[config.mk]
export PLATFORM = sky130hd
export DESIGN_NAME = mem_arbiter
export DESIGN_NICKNAME = d
export VERILOG_FILES = /design/src/rtl/mem_arbiter.sv
export SDC_FILE = /design/constraint.sdc
export NUM_CORES = 1
export LEC_CHECK = 0
export CAP_MARGIN = 20
export CELL_PAD_IN_SITES_DETAIL_PLACEMENT = 0
export CELL_PAD_IN_SITES_GLOBAL_PLACEMENT = 1
export CORE_UTILIZATION = 29
export CTS_CLUSTER_DIAMETER = 100
export DETAILED_ROUTE_END_ITERATION = 6
export PLACE_DENSITY = 0.81
export SETUP_SLACK_MARGIN = 0.02
export SKIP_CTS_REPAIR_TIMING = 1
export SLEW_MARGIN = 20
export SYNTH_ARGS = -nofsm -noshare
export SYNTH_HDL_FRONTEND = slang
export SYNTH_SLANG_ARGS = --single-unit
[constraint.sdc]
create_clock -name clk_in -period 5.35 [get_ports clk_in]
set_input_delay 1.07 -clock clk_in [delete_from_list [all_inputs] [get_ports clk_in]]
set_output_delay 1.07 -clock clk_in [all_outputs]
set_load 0.02 [all_outputs]
[src/rtl/mem_arbiter.sv]
// Arbitrates the instruction fetcher and the load/store buffer onto the single-port memory controller.
// Optional fetch starvation guard enabled by defining MEM_ARB_STARVE_GUARD_EN.
module mem_arbiter #(
  parameter int unsigned STARVE_LIMIT = 4
) (
  input  logic        clk_in,
  input  logic        rst_in,
  input  logic        rdy_in,
  input  logic        flush_in,
  input  logic        if_req,
  input  logic [31:0] if_addr,
  output logic        if_valid,
  output logic [31:0] if_data,
  input  logic        lsb_req,
  input  logic        lsb_we,
  input  logic [31:0] lsb_addr,
  input  logic [31:0] lsb_wdata,
  output logic        lsb_valid,
  output logic [31:0] lsb_rdata,
  output logic [1:0]  mc_status,
  output logic [31:0] mc_instr_a,
  input  logic [31:0] mc_instr_d,
  input  logic        mc_instr_done,
  output logic [31:0] mc_lsb_addr,
  output logic [31:0] mc_lsb_din,
  input  logic [31:0] mc_lsb_dout,
  input  logic        mc_lsb_done
);

  localparam int unsigned AW = 32;
  localparam int unsigned DW = 32;
  localparam int unsigned SW = 2;

  localparam logic [SW-1:0] ST_IDLE  = 2'b00;
  localparam logic [SW-1:0] ST_STORE = 2'b01;
  localparam logic [SW-1:0] ST_LOAD  = 2'b10;
  localparam logic [SW-1:0] ST_FETCH = 2'b11;

  if (STARVE_LIMIT == 0 || STARVE_LIMIT > 15) begin : g_bad_limit
    $error("STARVE_LIMIT must be in 1..15");
  end

  typedef enum logic [2:0] {S_IDLE, S_FETCH, S_LOAD, S_STORE, S_DRAIN} state_e;

  state_e        state_q, state_d;
  logic          if_valid_q, if_valid_d;
  logic [DW-1:0] if_data_q, if_data_d;
  logic          lsb_valid_q, lsb_valid_d;
  logic [DW-1:0] lsb_rdata_q, lsb_rdata_d;
  logic [SW-1:0] mc_status_q, mc_status_d;
  logic [AW-1:0] mc_instr_a_q, mc_instr_a_d;
  logic [AW-1:0] mc_lsb_addr_q, mc_lsb_addr_d;
  logic [DW-1:0] mc_lsb_din_q, mc_lsb_din_d;
  logic          fetch_ok, lsb_ok, fetch_first, drain_done;

`ifdef MEM_ARB_STARVE_GUARD_EN
  localparam int unsigned CW = 4;
  logic [CW-1:0] starve_q, starve_d;
`endif

  // Next-state and registered-output logic
  always_comb begin
    state_d       = state_q;
    if_valid_d    = 1'b0;
    lsb_valid_d   = 1'b0;
    if_data_d     = if_data_q;
    lsb_rdata_d   = lsb_rdata_q;
    mc_status_d   = mc_status_q;
    mc_instr_a_d  = mc_instr_a_q;
    mc_lsb_addr_d = mc_lsb_addr_q;
    mc_lsb_din_d  = mc_lsb_din_q;
    // A requester still seeing its own valid pulse has not dropped its request yet
    fetch_ok   = if_req  && !if_valid_q  && !flush_in;
    lsb_ok     = lsb_req && !lsb_valid_q && !flush_in;
    drain_done = (mc_status_q == ST_FETCH) ? mc_instr_done : mc_lsb_done;
`ifdef MEM_ARB_STARVE_GUARD_EN
    starve_d    = starve_q;
    fetch_first = fetch_ok && (!lsb_ok || (starve_q == CW'(STARVE_LIMIT) && if_req));
`else
    fetch_first = fetch_ok && !lsb_ok;
`endif

    case (state_q)
      S_IDLE: begin
        if (fetch_first) begin
          state_d      = S_FETCH;
          mc_status_d  = ST_FETCH;
          mc_instr_a_d = if_addr;
`ifdef MEM_ARB_STARVE_GUARD_EN
          starve_d     = '0;
`endif
        end else if (lsb_ok) begin
          mc_lsb_addr_d = lsb_addr;
          if (lsb_we) begin
            state_d      = S_STORE;
            mc_status_d  = ST_STORE;
            mc_lsb_din_d = lsb_wdata;
          end else begin
            state_d     = S_LOAD;
            mc_status_d = ST_LOAD;
          end
`ifdef MEM_ARB_STARVE_GUARD_EN
          if (if_req && starve_q != '1) starve_d = CW'(starve_q + 1'b1);
`endif
        end
      end
      S_FETCH: begin
        if (mc_instr_done) begin
          state_d     = S_IDLE;
          mc_status_d = ST_IDLE;
          if (!flush_in) begin
            if_valid_d = 1'b1;
            if_data_d  = mc_instr_d;
          end
        end else if (flush_in) begin
          state_d = S_DRAIN;
        end
      end
      S_LOAD: begin
        if (mc_lsb_done) begin
          state_d     = S_IDLE;
          mc_status_d = ST_IDLE;
          if (!flush_in) begin
            lsb_valid_d = 1'b1;
            lsb_rdata_d = mc_lsb_dout;
          end
        end else if (flush_in) begin
          state_d = S_DRAIN;
        end
      end
      S_STORE: begin
        // Committed stores ignore flush
        if (mc_lsb_done) begin
          state_d     = S_IDLE;
          mc_status_d = ST_IDLE;
          lsb_valid_d = 1'b1;
        end
      end
      S_DRAIN: begin
        if (drain_done) begin
          state_d     = S_IDLE;
          mc_status_d = ST_IDLE;
        end
      end
      default: begin
        state_d     = S_IDLE;
        mc_status_d = ST_IDLE;
      end
    endcase
  end

  // State and output registers; rdy_in low freezes everything
  always_ff @(posedge clk_in or negedge rst_in) begin
    if (!rst_in) begin
      state_q       <= S_IDLE;
      if_valid_q    <= 1'b0;
      if_data_q     <= '0;
      lsb_valid_q   <= 1'b0;
      lsb_rdata_q   <= '0;
      mc_status_q   <= ST_IDLE;
      mc_instr_a_q  <= '0;
      mc_lsb_addr_q <= '0;
      mc_lsb_din_q  <= '0;
`ifdef MEM_ARB_STARVE_GUARD_EN
      starve_q      <= '0;
`endif
    end else if (rdy_in) begin
      state_q       <= state_d;
      if_valid_q    <= if_valid_d;
      if_data_q     <= if_data_d;
      lsb_valid_q   <= lsb_valid_d;
      lsb_rdata_q   <= lsb_rdata_d;
      mc_status_q   <= mc_status_d;
      mc_instr_a_q  <= mc_instr_a_d;
      mc_lsb_addr_q <= mc_lsb_addr_d;
      mc_lsb_din_q  <= mc_lsb_din_d;
`ifdef MEM_ARB_STARVE_GUARD_EN
      starve_q      <= starve_d;
`endif
    end
  end

  assign if_valid    = if_valid_q;
  assign if_data     = if_data_q;
  assign lsb_valid   = lsb_valid_q;
  assign lsb_rdata   = lsb_rdata_q;
  assign mc_status   = mc_status_q;
  assign mc_instr_a  = mc_instr_a_q;
  assign mc_lsb_addr = mc_lsb_addr_q;
  assign mc_lsb_din  = mc_lsb_din_q;

endmodule
==> After elaboration in Yosys (flattened, before gate mapping) <==
Index checks and enable logic that the tools add are counted.
{ "word_totals": {"ff_bits": 167, "output_inout_bits": 164} }
{ "classes": {"eq_ne": 10, "mux": 23, "bitwise": 2, "n_reduce_logical": 18} }
{ "op_table": {"columns": ["operator", "count"], "rows": [
  ["$mux 3", 7],
  ["$reduce_and 4->1", 4],
  ["$pmux 3 s5", 1],
  ["$mux 2", 6],
  ["$reduce_and 5->1", 2],
  ["$pmux 2 s4", 1],
  ["$mux 1", 7],
  ["$eq 3x2->1 const B", 2],
  ["$ne 2x2->1 const B", 3],
  ["$logic_and 1x1->1", 5],
  ["$logic_not 1->1", 4],
  ["$eq 3x1->1 const B", 1],
  ["$eq 3x3->1 const B", 1],
  ["$logic_not 3->1", 1],
  ["$ne 3x3->1 const B", 1],
  ["$reduce_and 3->1", 1],
  ["$eq 2x2->1 const B", 1],
  ["$ne 2x1->1 const B", 1],
  ["$not 1->1", 2],
  ["$pmux 1 s2", 1],
  ["$reduce_or 2->1", 1]
]} }

==> Longest topological paths before layout <==
Gate-level depths: netlist (run 1).
{ "logic_depth": {"depth_word": 7, "ltp_mapped": 8, "mapped_depth_nobuf": 4} }

==> Least setup slack after synthesis (run 1) <==
Ideal clock, no wire load.
{ "synth_timing": {"path_kind": "input -> register", "startpoint": "in flush_in", "endpoint": "reg mc_lsb_din_q[10], in the netlist mc_lsb_din[10]", "setup_time_ns": 0.125, "arrival_ns": 2.723, "required_ns": 5.225, "setup_slack_ns": 2.502, "cell_stages": 7, "path_buffers": 3, "path_cell_list": "or3b_1 > or3_1 > buf_2 > or2_1 > buf_6 > buf_6 > mux2_4"} }
{ "synth_between": {"elab_chain_cells": 6} }
{ "synth_rtl": {"columns": ["item", "line_no", "source"], "rows": [
  ["from (decl)", "9", "input logic flush_in,"],
  ["$logic_not 1->1 *", null, null],
  ["$logic_and 1x1->1", "74", "lsb_ok = lsb_req && !lsb_valid_q && !flush_in;"],
  ["$logic_not 1->1", "80", "fetch_first = fetch_ok && !lsb_ok;"],
  ["$logic_and 1x1->1", "80", null],
  ["$not 1->1 (no line)", null, null],
  ["$reduce_and 5->1 (no line) *", null, null],
  ["to (signal assigned)", "176", "mc_lsb_din_q <= mc_lsb_din_d;"],
  ["to (decl)", "53", "logic [DW-1:0] mc_lsb_din_q, mc_lsb_din_d;"]
]} }
Mark *: on every way between the ends. The rest lies on a longest branch, timed or not.
A chain may end at the register's enable or synchronous reset.

==> Worst setup path after layout (run 1) <==
{ "layout_timing": {"startpoint": "in rdy_in", "endpoint": "reg mc_lsb_din_q[16], in the netlist mc_lsb_din[16]"} }
{ "layout_between": {"elab_chain_cells": 1} }
{ "layout_rtl": {"columns": ["item", "line_no", "source"], "rows": [
  ["from (decl)", "8", "input logic rdy_in,"],
  ["$reduce_and 5->1 (no line)", null, null]
]} }
No other way between the ends.

==> impl_metrics.py, run 1 <==
metrics = {
    "final_layout": {
        "nets": 896,
        "drive_above_1_share": 0.271,
        "diodes": 0,
        "area_growth_pct": 65.2,
        "nFillCells": 1929,
        "final_cell_area_sq_mm": 0.0107,
    },
    "clock_network": {
        "insertion_delay_ns": 0.42,
        "cts.sinks": 167,
        "cts-root-buf": "clkbuf_16",
        "cts_max_level": 4,
        "cts.clk_slew.worst_paths_ns": 0.06,
        "cts_tree": "done",
        "cts.path.max_buffers": 2,
        "cts_buffers": 17,
    },
    "drt": {
        "final_antenna_net_count": 0,
        "vias": 4479,
        "first_pass_iters": 4,
        "drt_iter0_drc": 86,
        "drcViolationCount": 0,
        "wl_per_cell_um": 16.3,
        "drt-total-wl_mm": 16.6,
        "vias_per_cell": 4.40,
    },
    "outcome": {
        "outcome": "finished clean",
    },
    "timing": {
        "hold_viol": 0,
        "fin_skew_ns": 0.00854,
        "rsz0062_at_grt": "no",
        "period_needed_ns": 3.55,
        "slew_violations": 0,
        "tns_ns": 0,
        "finalSetupViolCount": 0,
        "max_slew.worst_pin.slew_ns": 1.09,
        "relSlewSlack": 0.276,
        "finalCritPeriodShare": 0.663,
        "max_freq_mhz": 282,
    },
    "floorplanning": {
        "core_area_sq_mm": 0.0218,
        "die_h_um": 151,
        "io_pins": 333,
        "placementRows": 54,
        "initial_core_util": 0.296,
        "die-area_sq_mm": 0.0229,
        "fp.dieW_um": 151,
    },
    "pwr": {
        "clkPwrFrac": 0.199,
        "comb_power_share": 0.454,
        "intPower_mw": 4.09,
        "seqPwrFrac": 0.346,
        "switchingPower_mw": 2.06,
        "power.share.switching": 0.335,
        "p_leak_nw": 4.64,
        "ir_drop_mv": 0.281,
        "power_density_mw_per_mm2": 576,
    },
    "synth": {
        "yosysWarnings": 0,
        "ys_seq_area_frac": 0.647,
        "synth.avg_cell_area_sq_um": 16.6,
        "async_reset_ff_frac": 1.00,
        "synth_edf_count": 0,
        "ys.flop_type": "dfrtp_1",
        "synth_area_leaders": "dfrtp_1 65%, mux2_2 23%, mux2_4 7.0%",
        "yosysUniqueCellTypes": 31,
        "synth_top_cell_by_area": "dfrtp_1",
        "syn_nets": 558,
        "syn_inst": 389,
        "synth_common_cells": "167 x dfrtp_1, 130 x mux2_2, 30 x mux2_4",
        "yosysTopAreaCellShare": 0.647,
        "ys_seq_elements": 167,
        "yosysMostFrequentCell": "dfrtp_1",
        "syn_area_sq_mm": 0.00646,
    },
    "placed_design": {
        "dpl-instance-area_sq_mm": 0.0101,
        "dp_hpwl_mm": 12.0,
        "place.gp.congestion": 0.764,
        "port_buffers": 332,
    },
    "critical_path": {
        "crit_fanout": 34,
        "cp.arrival_ns": 3.84,
        "cp_data_required_time_ns": 5.64,
        "worst_setup_path_end_kind": "flop",
        "worstSetupPathType": "in2reg",
        "crit_path_start_kind": "input pin",
    },
    "worst_hold_path": {
        "hp-class": "reg2reg",
    },
    "global_route": {
        "grt_overflow": 0,
        "grt_first_pass_wirelength_mm": 25.1,
        "grt_pass1_vias": 4710,
        "grt_max_degree": 85,
        "antenna_found_initial": 0,
        "grtUsageTotal": 0.145,
    },
    "job": {
        "max_cap_viol_count": 0,
    },
}
-- layout by cell type (no fill, tap or decap), types with 3 or more instances in the layout --
master	instances
or3_1	3
clkdlybuf4s50_1	331
clkbuf_16	17
inv_1	5
mux2_2	130
mux2_4	30
a21oi_1	3
nand2b_1	3
buf_4	4
dfrtp_1	167
nand2_1	6
inv_6	4
clkinvlp_4	4
-- final cells by class --
cell class | count | area, sq um | share of cell area
Inverter | 5 | 18.8 | 0.00176
Timing Repair Buffer | 337 | 3370 | 0.316
Clock inverter | 12 | 143 | 0.0134
Multi-Input combinational cell | 199 | 2170 | 0.203
Sequential cell | 167 | 4180 | 0.391
Tap cell | 280 | 350 | 0.0328
Clock buffer | 18 | 439 | 0.0411
-- worst max-delay path: stages --
cell and delay (ns):
clkdlybuf4s50_1 0.51, or3b_1 0.42, or3_1 0.38, buf_4 0.27, or2_2 0.71, mux2_4 0.45
-- per-layer routing --
layer / global-route usage / vias to the layer above / share of wire
met5: 0 / - / 0
met2: 0.233 / 194 / 0.49
met1: 0.174 / 2205 / 0.39
li1: - / 2065 / -
met3: 0.0605 / 15 / 0.11
met4: 0.0495 / 0 / 0.015
-- sequential cells by signal (all words and copies together), names as in the netlist --
signal       count
mc_lsb_addr     32
mc_instr_a      32
state_q          3
if_data         32
mc_lsb_din      32
lsb_rdata       32
if_valid         1
lsb_valid        1
mc_status        2
-- per-stage QoR --
| step | hold slack [ns] | std cells | utilization | power (mW) | worst slack, ns |
|---|---|---|---|---|---|
| 6_report | 0.499 | 1018 | 0.489 | 6.15 | 1.80 |
| 5_1_grt | 0.511 | 1018 | 0.489 | 6.50 | 1.71 |
| 4_1_cts | 0.506 | 1018 | 0.489 | 6.24 | 1.80 |
| 3_5_place_dp | 0.492 | 988 | 0.463 | 4.97 | 1.35 |
| 2_1_floorplan | 0.529 | 389 | - | 3.50 | 2.50 |
| 3_3_place_gp | 0.486 | 988 | 0.463 | 4.94 | 1.36 |
-- cells by family (layout without fill, tap and decap cells) --
| logic type | after synthesis | after routing | share of synthesized area |
|---|---|---|---|
| flops | 167 | 167 | 0.647 |
| compound gates | 15 | 15 | 0.0178 |
| simple gates | 24 | 24 | 0.0205 |
| mux | 160 | 160 | 0.296 |
| buf+inv | 23 | 372 | 0.0190 |
-- worst paths after layout --
kind                       depth (start not counted)              startpoint  slack (ns)                          end
min in group asynchronous                          1                  rst_in        0.69  mc_lsb_addr[12]$_DFFE_PN0P_
max                                                6                  rdy_in        1.80   mc_lsb_din[16]$_DFFE_PN0P_
min reg2reg                                        2   lsb_valid$_DFFE_PN0P_        0.50        lsb_valid$_DFFE_PN0P_
max in group asynchronous                          2                  rst_in        3.68    lsb_rdata[28]$_DFFE_PN0P_
min                                                2   lsb_valid$_DFFE_PN0P_        0.50        lsb_valid$_DFFE_PN0P_
max reg2reg                                        5  state_q[2]$_DFFE_PN0P_        2.47   mc_lsb_din[16]$_DFFE_PN0P_
-- power groups by stage --
stage / Combinational, mW / Sequential, mW / Clock, mW
finish: 2.80 / 2.13 / 1.23
global route: 2.95 / 2.22 / 1.33
CTS: 2.83 / 2.14 / 1.28
detailed placement: 2.82 / 2.15 / 0
global placement: 2.80 / 2.14 / 0
floorplan: 0.666 / 2.84 / 0
Note: power is estimated with default switching activity, not from simulation.
==> inputs of run 2 (changes only) <==
Clock period 5.35 ns to 3.7 ns, I/O delays scaled along.
==> run 2 against run 1 <==
First-iteration DRC count increased by 30%. Design area increased by 0.25%. Flip-flop and latch count unchanged. Final cell count up 0.39%. Largest cell class unchanged. Sequential share of layout area decreased by 0.096 points. Clock skew increased by 0.0044 ns. Core utilization up 0.12 points. Non-clock buffer count is 2 higher. Count of clock-buffer cells in the layout stayed put. Sequential power up 45%. Clock power is 46% higher.
==> impl_metrics.py, run 2 (synthesis results as in run 1) <==
metrics = {
    "drt": {
        "wl_per_cell_um": 16.5,
        "drt-total-wl_mm": 16.9,
        "drt_iter0_drc": 112,
        "first_pass_iters": 4,
        "drcViolationCount": 0,
        "vias_per_cell": 4.38,
        "final_antenna_net_count": 0,
        "vias": 4481,
    },
    "timing": {
        "hold_viol": 0,
        "period_needed_ns": 2.77,
        "hold_ws_ns": 0.365,
        "fin_ws_ns": 0.934,
        "tns_ns": 0,
        "max_freq_mhz": 362,
        "rsz0062_at_grt": "no",
        "finalCritPeriodShare": 0.748,
        "relSlewSlack": 0.456,
        "max_slew.worst_pin.slew_ns": 0.816,
        "finalSetupViolCount": 0,
        "fin_skew_ns": 0.0130,
        "slew_violations": 0,
    },
    "clock_network": {
        "cts_buffers": 17,
        "insertion_delay_ns": 0.42,
        "cts-root-buf": "clkbuf_16",
        "cts.sinks": 167,
        "cts_max_level": 4,
        "cts.clk_slew.worst_paths_ns": 0.07,
        "cts_tree": "done",
        "cts.path.max_buffers": 2,
    },
    "final_layout": {
        "nFillCells": 1918,
        "nets": 898,
        "seq_area_sq_mm": 0.00418,
        "multi_input_area_sq_mm": 0.00217,
        "mostFrequentLayoutCells": "331 x clkdlybuf4s50_1, 167 x dfrtp_1, 130 x mux2_2",
        "diodes": 0,
        "final_common_cell": "clkdlybuf4s50_1",
        "drive_above_1_share": 0.275,
        "area_growth_pct": 65.6,
    },
    "global_route": {
        "grt_pass1_vias": 4738,
        "grt_max_degree": 88,
        "antenna_found_initial": 0,
        "grtUsageTotal": 0.146,
        "grt_first_pass_wirelength_mm": 25.2,
        "grt_overflow": 0,
    },
    "pwr": {
        "power.share.switching": 0.341,
        "comb_power_share": 0.454,
        "intPower_mw": 5.88,
        "power_density_mw_per_mm2": 835,
        "switchingPower_mw": 3.05,
        "ir_drop_mv": 0.349,
        "p_leak_nw": 4.67,
        "power_mw": 8.93,
        "clkPwrFrac": 0.200,
        "seqPwrFrac": 0.346,
    },
    "floorplanning": {
        "initial_core_util": 0.296,
        "die_h_um": 151,
        "core_area_sq_mm": 0.0218,
        "die-area_sq_mm": 0.0229,
        "io_pins": 333,
        "fp.dieW_um": 151,
        "placementRows": 54,
    },
    "placed_design": {
        "place.gp.congestion": 0.762,
        "dp_hpwl_mm": 12.3,
        "dp_slack_ns": 0.500,
        "port_buffers": 332,
    },
    "worst_hold_path": {
        "hp-class": "in2async",
    },
    "critical_path": {
        "r2r-start": "state_q[2]$_DFFE_PN0P_",
        "r2r_end": "mc_lsb_din[12]$_DFFE_PN0P_",
        "reg2reg_slack_ns": 1.28,
        "cp_data_required_time_ns": 4.00,
        "worstSetupPathType": "in2reg",
        "worst_setup_path_end_kind": "flop",
        "crit_path_start_kind": "input pin",
        "r2r_cells": 5,
        "crit_fanout": 32,
        "cp.arrival_ns": 3.06,
    },
    "outcome": {
        "outcome": "finished clean",
    },
    "job": {
        "max_cap_viol_count": 0,
    },
}
[run 2: cell types whose count changed in the layout (fill, tap and decap cells not counted), sizes merged]
cell      delta
inv          +5
clkinvlp     -3
clkinv       +1
buf          +2
bufinv       -1
[run 2: worst max-delay path, cell delays in order]
cell and delay [ns]:
clkdlybuf4s50_1 0.51, or3b_1 0.42, or3_1 0.42, or2_2 0.28
buf_4 0.30, mux2_4 0.37
[run 2: routing by layer]
| layer | GRT usage | up-vias | share of wire | wire length [um] |
|---|---|---|---|---|
| li1 | - | 2058 | - | - |
| met1 | 0.161 | 2225 | 0.38 | 6360 |
| met2 | 0.250 | 186 | 0.50 | 8500 |
| met3 | 0.0669 | 12 | 0.11 | 1840 |
| met4 | 0.0460 | 0 | 0.012 | 201 |
| met5 | 0 | - | 0 | 0 |
[run 2: metrics by stage]
stage	cell area [sq um]	std cells	utilization
finish	10700	1022	0.490
global route	10700	1022	0.490
CTS	10700	1022	0.490
detailed placement	10100	990	0.463
global placement	10100	990	0.463
floorplan	6460	389	-
[run 2: how the worst max path moves through the flow]
stage                     slack (ns)  cells past startpoint                          to  startpoint
after global routing            0.87                      6  mc_lsb_din[12]$_DFFE_PN0P_      rdy_in
after global placement          0.52                      6  mc_lsb_din[24]$_DFFE_PN0P_      rdy_in
final                           0.93                      6  mc_lsb_din[12]$_DFFE_PN0P_      rdy_in
after detailed placement        0.50                      6  mc_lsb_din[11]$_DFFE_PN0P_      rdy_in
after floorplan                 1.18                      7  mc_lsb_din[10]$_DFFE_PN0P_    flush_in
after CTS                       0.95                      6  mc_lsb_din[12]$_DFFE_PN0P_      rdy_in
[run 2: final cells by class]
class / instances / area share
clock buffers: 18 / 0.0410
multi-input cells: 199 / 0.203
repair buffers: 339 / 0.317
flip-flops and latches: 167 / 0.390
clock inverters: 14 / 0.0144
well taps: 280 / 0.0327
inverters: 5 / 0.00175
[run 2: power groups by stage]
stage | Sequential (mW) | Combinational (mW) | Clock [mW]
global placement | 3.09 | 4.05 | 0
finish | 3.09 | 4.05 | 1.79
global route | 3.20 | 4.28 | 1.95
floorplan | 4.10 | 0.963 | 0
detailed placement | 3.12 | 4.09 | 0
CTS | 3.10 | 4.10 | 1.87
==> inputs of run 3 (changes only) <==
Clock period 3.7 ns to 2.79 ns, I/O delays scaled along.
==> run 3 against run 2 <==
Clock skew shrank 0.0041 ns. Hold slack worse by 0.24 ns. Critical path type unchanged. Final cell count is 0.59% higher. Highest routed layer unchanged. Critical endpoint is now mc_lsb_din[7]$_DFFE_PN0P_.
==> impl_metrics.py, run 3 (synthesis results as in run 1) <==
metrics = {
    "outcome": {
        "outcome": "finished clean",
    },
    "timing": {
        "fin_ws_ns": 0.427,
        "finalSetupViolCount": 0,
        "tns_ns": 0,
        "rsz0062_at_grt": "no",
        "relSlewSlack": 0.598,
        "slew_violations": 0,
        "hold_viol": 0,
        "fin_skew_ns": 0.00893,
        "period_needed_ns": 2.36,
        "max_freq_mhz": 423,
        "hold_ws_ns": 0.121,
        "finalCritPeriodShare": 0.847,
        "max_slew.worst_pin.slew_ns": 0.603,
    },
    "pwr": {
        "power_density_mw_per_mm2": 1100,
        "power_mw": 11.8,
        "ir_drop_mv": 0.487,
        "p_leak_nw": 4.71,
    },
    "final_layout": {
        "area_growth_pct": 67.2,
        "nFillCells": 1891,
        "final_cell_area_sq_mm": 0.0108,
        "diodes": 0,
        "drive_above_1_share": 0.281,
        "final_core_util": 0.495,
        "multi_input_area_sq_mm": 0.00217,
        "mostFrequentLayoutCells": "331 x clkdlybuf4s50_1, 167 x dfrtp_1, 130 x mux2_2",
        "instances_no_fill": 1028,
        "seq_area_sq_mm": 0.00418,
        "nets": 904,
        "final_common_cell": "clkdlybuf4s50_1",
    },
    "critical_path": {
        "worstSetupPathType": "in2reg",
        "cp.arrival_ns": 2.66,
        "cp_data_required_time_ns": 3.09,
        "crit_path_start_kind": "input pin",
        "crit_fanout": 32,
        "worst_setup_path_end_kind": "flop",
        "r2r-start": "state_q[2]$_DFFE_PN0P_",
        "crit_start": "rdy_in",
    },
    "floorplanning": {
        "io_pins": 333,
        "initial_core_util": 0.296,
        "placementRows": 54,
        "fp.dieW_um": 151,
        "die-area_sq_mm": 0.0229,
        "die_h_um": 151,
        "core_area_sq_mm": 0.0218,
    },
    "global_route": {
        "grt_pass1_vias": 4789,
        "grt_overflow": 0,
        "grt_max_degree": 61,
        "grtUsageTotal": 0.146,
        "grt_first_pass_wirelength_mm": 25.3,
        "antenna_found_initial": 0,
    },
    "clock_network": {
        "cts.path.max_buffers": 2,
        "cts.clk_slew.worst_paths_ns": 0.08,
        "cts_buffers": 17,
        "insertion_delay_ns": 0.42,
        "cts.sinks": 167,
        "cts-root-buf": "clkbuf_16",
        "cts_tree": "done",
        "cts_max_level": 4,
    },
    "drt": {
        "first_pass_iters": 4,
        "drt_iter0_drc": 120,
        "vias": 4535,
        "final_antenna_net_count": 0,
        "drcViolationCount": 0,
        "wl_per_cell_um": 16.5,
        "vias_per_cell": 4.41,
        "drt-total-wl_mm": 16.9,
    },
    "placed_design": {
        "dp_hpwl_mm": 12.5,
        "place.gp.congestion": 0.740,
        "port_buffers": 332,
        "dp.cells": 996,
        "dp_slack_ns": -0.00469,
        "dpl-instance-area_sq_mm": 0.0102,
    },
    "worst_hold_path": {
        "hp-class": "in2async",
    },
    "job": {
        "max_cap_viol_count": 0,
    },
}
-- run 3: changes by cell type in the layout (fill, tap and decap cells not counted), sizes merged --
cell / change
buf: +6
clkbuf: -1
clkinv: -1
clkinvlp: +1
inv: +1
-- run 3: routing by layer --
| layer | vias up | GRT usage | wire (um) |
|---|---|---|---|
| li1 | 2080 | - | - |
| met1 | 2248 | 0.166 | 6600 |
| met2 | 192 | 0.242 | 8310 |
| met3 | 15 | 0.0639 | 1760 |
| met4 | 0 | 0.0555 | 276 |
| met5 | - | 0 | 0 |
-- run 3: report_power, final --
part	internal, mW	switching, mW
Clock	1.27	1.08
Combinational	3.01	2.38
Sequential	3.52	0.585
-- run 3: final timing paths --
path | endpoint | slack, ns | cells past startpoint
worst max-delay path | mc_lsb_din[7]$_DFFE_PN0P_ | 0.43 | 6
worst min-delay path | mc_lsb_addr[16]$_DFFE_PN0P_ | 0.12 | 1
worst max register to register | mc_lsb_din[7]$_DFFE_PN0P_ | 0.55 | 5
worst min register to register | lsb_valid$_DFFE_PN0P_ | 0.50 | 2
max in group asynchronous | mc_instr_a[8]$_DFFE_PN0P_ | 2.03 | 2
min in group clk_in | lsb_valid$_DFFE_PN0P_ | 0.50 | 2
-- run 3: final cells by class --
cell class,instances,area share
Sequential cell,167,0.387
Timing Repair Buffer,345,0.325
Multi-Input combinational cell,199,0.201
Clock buffer,17,0.0394
Tap cell,280,0.0324
Clock inverter,15,0.0141
Inverter,5,0.00174
-- run 3: worst max-delay path, stage by stage --
cell	delay, ns
clkdlybuf4s50_1	0.48
or3b_1	0.37
or3_1	0.41
or2_2	0.31
buf_12	0.20
mux2_4	0.32
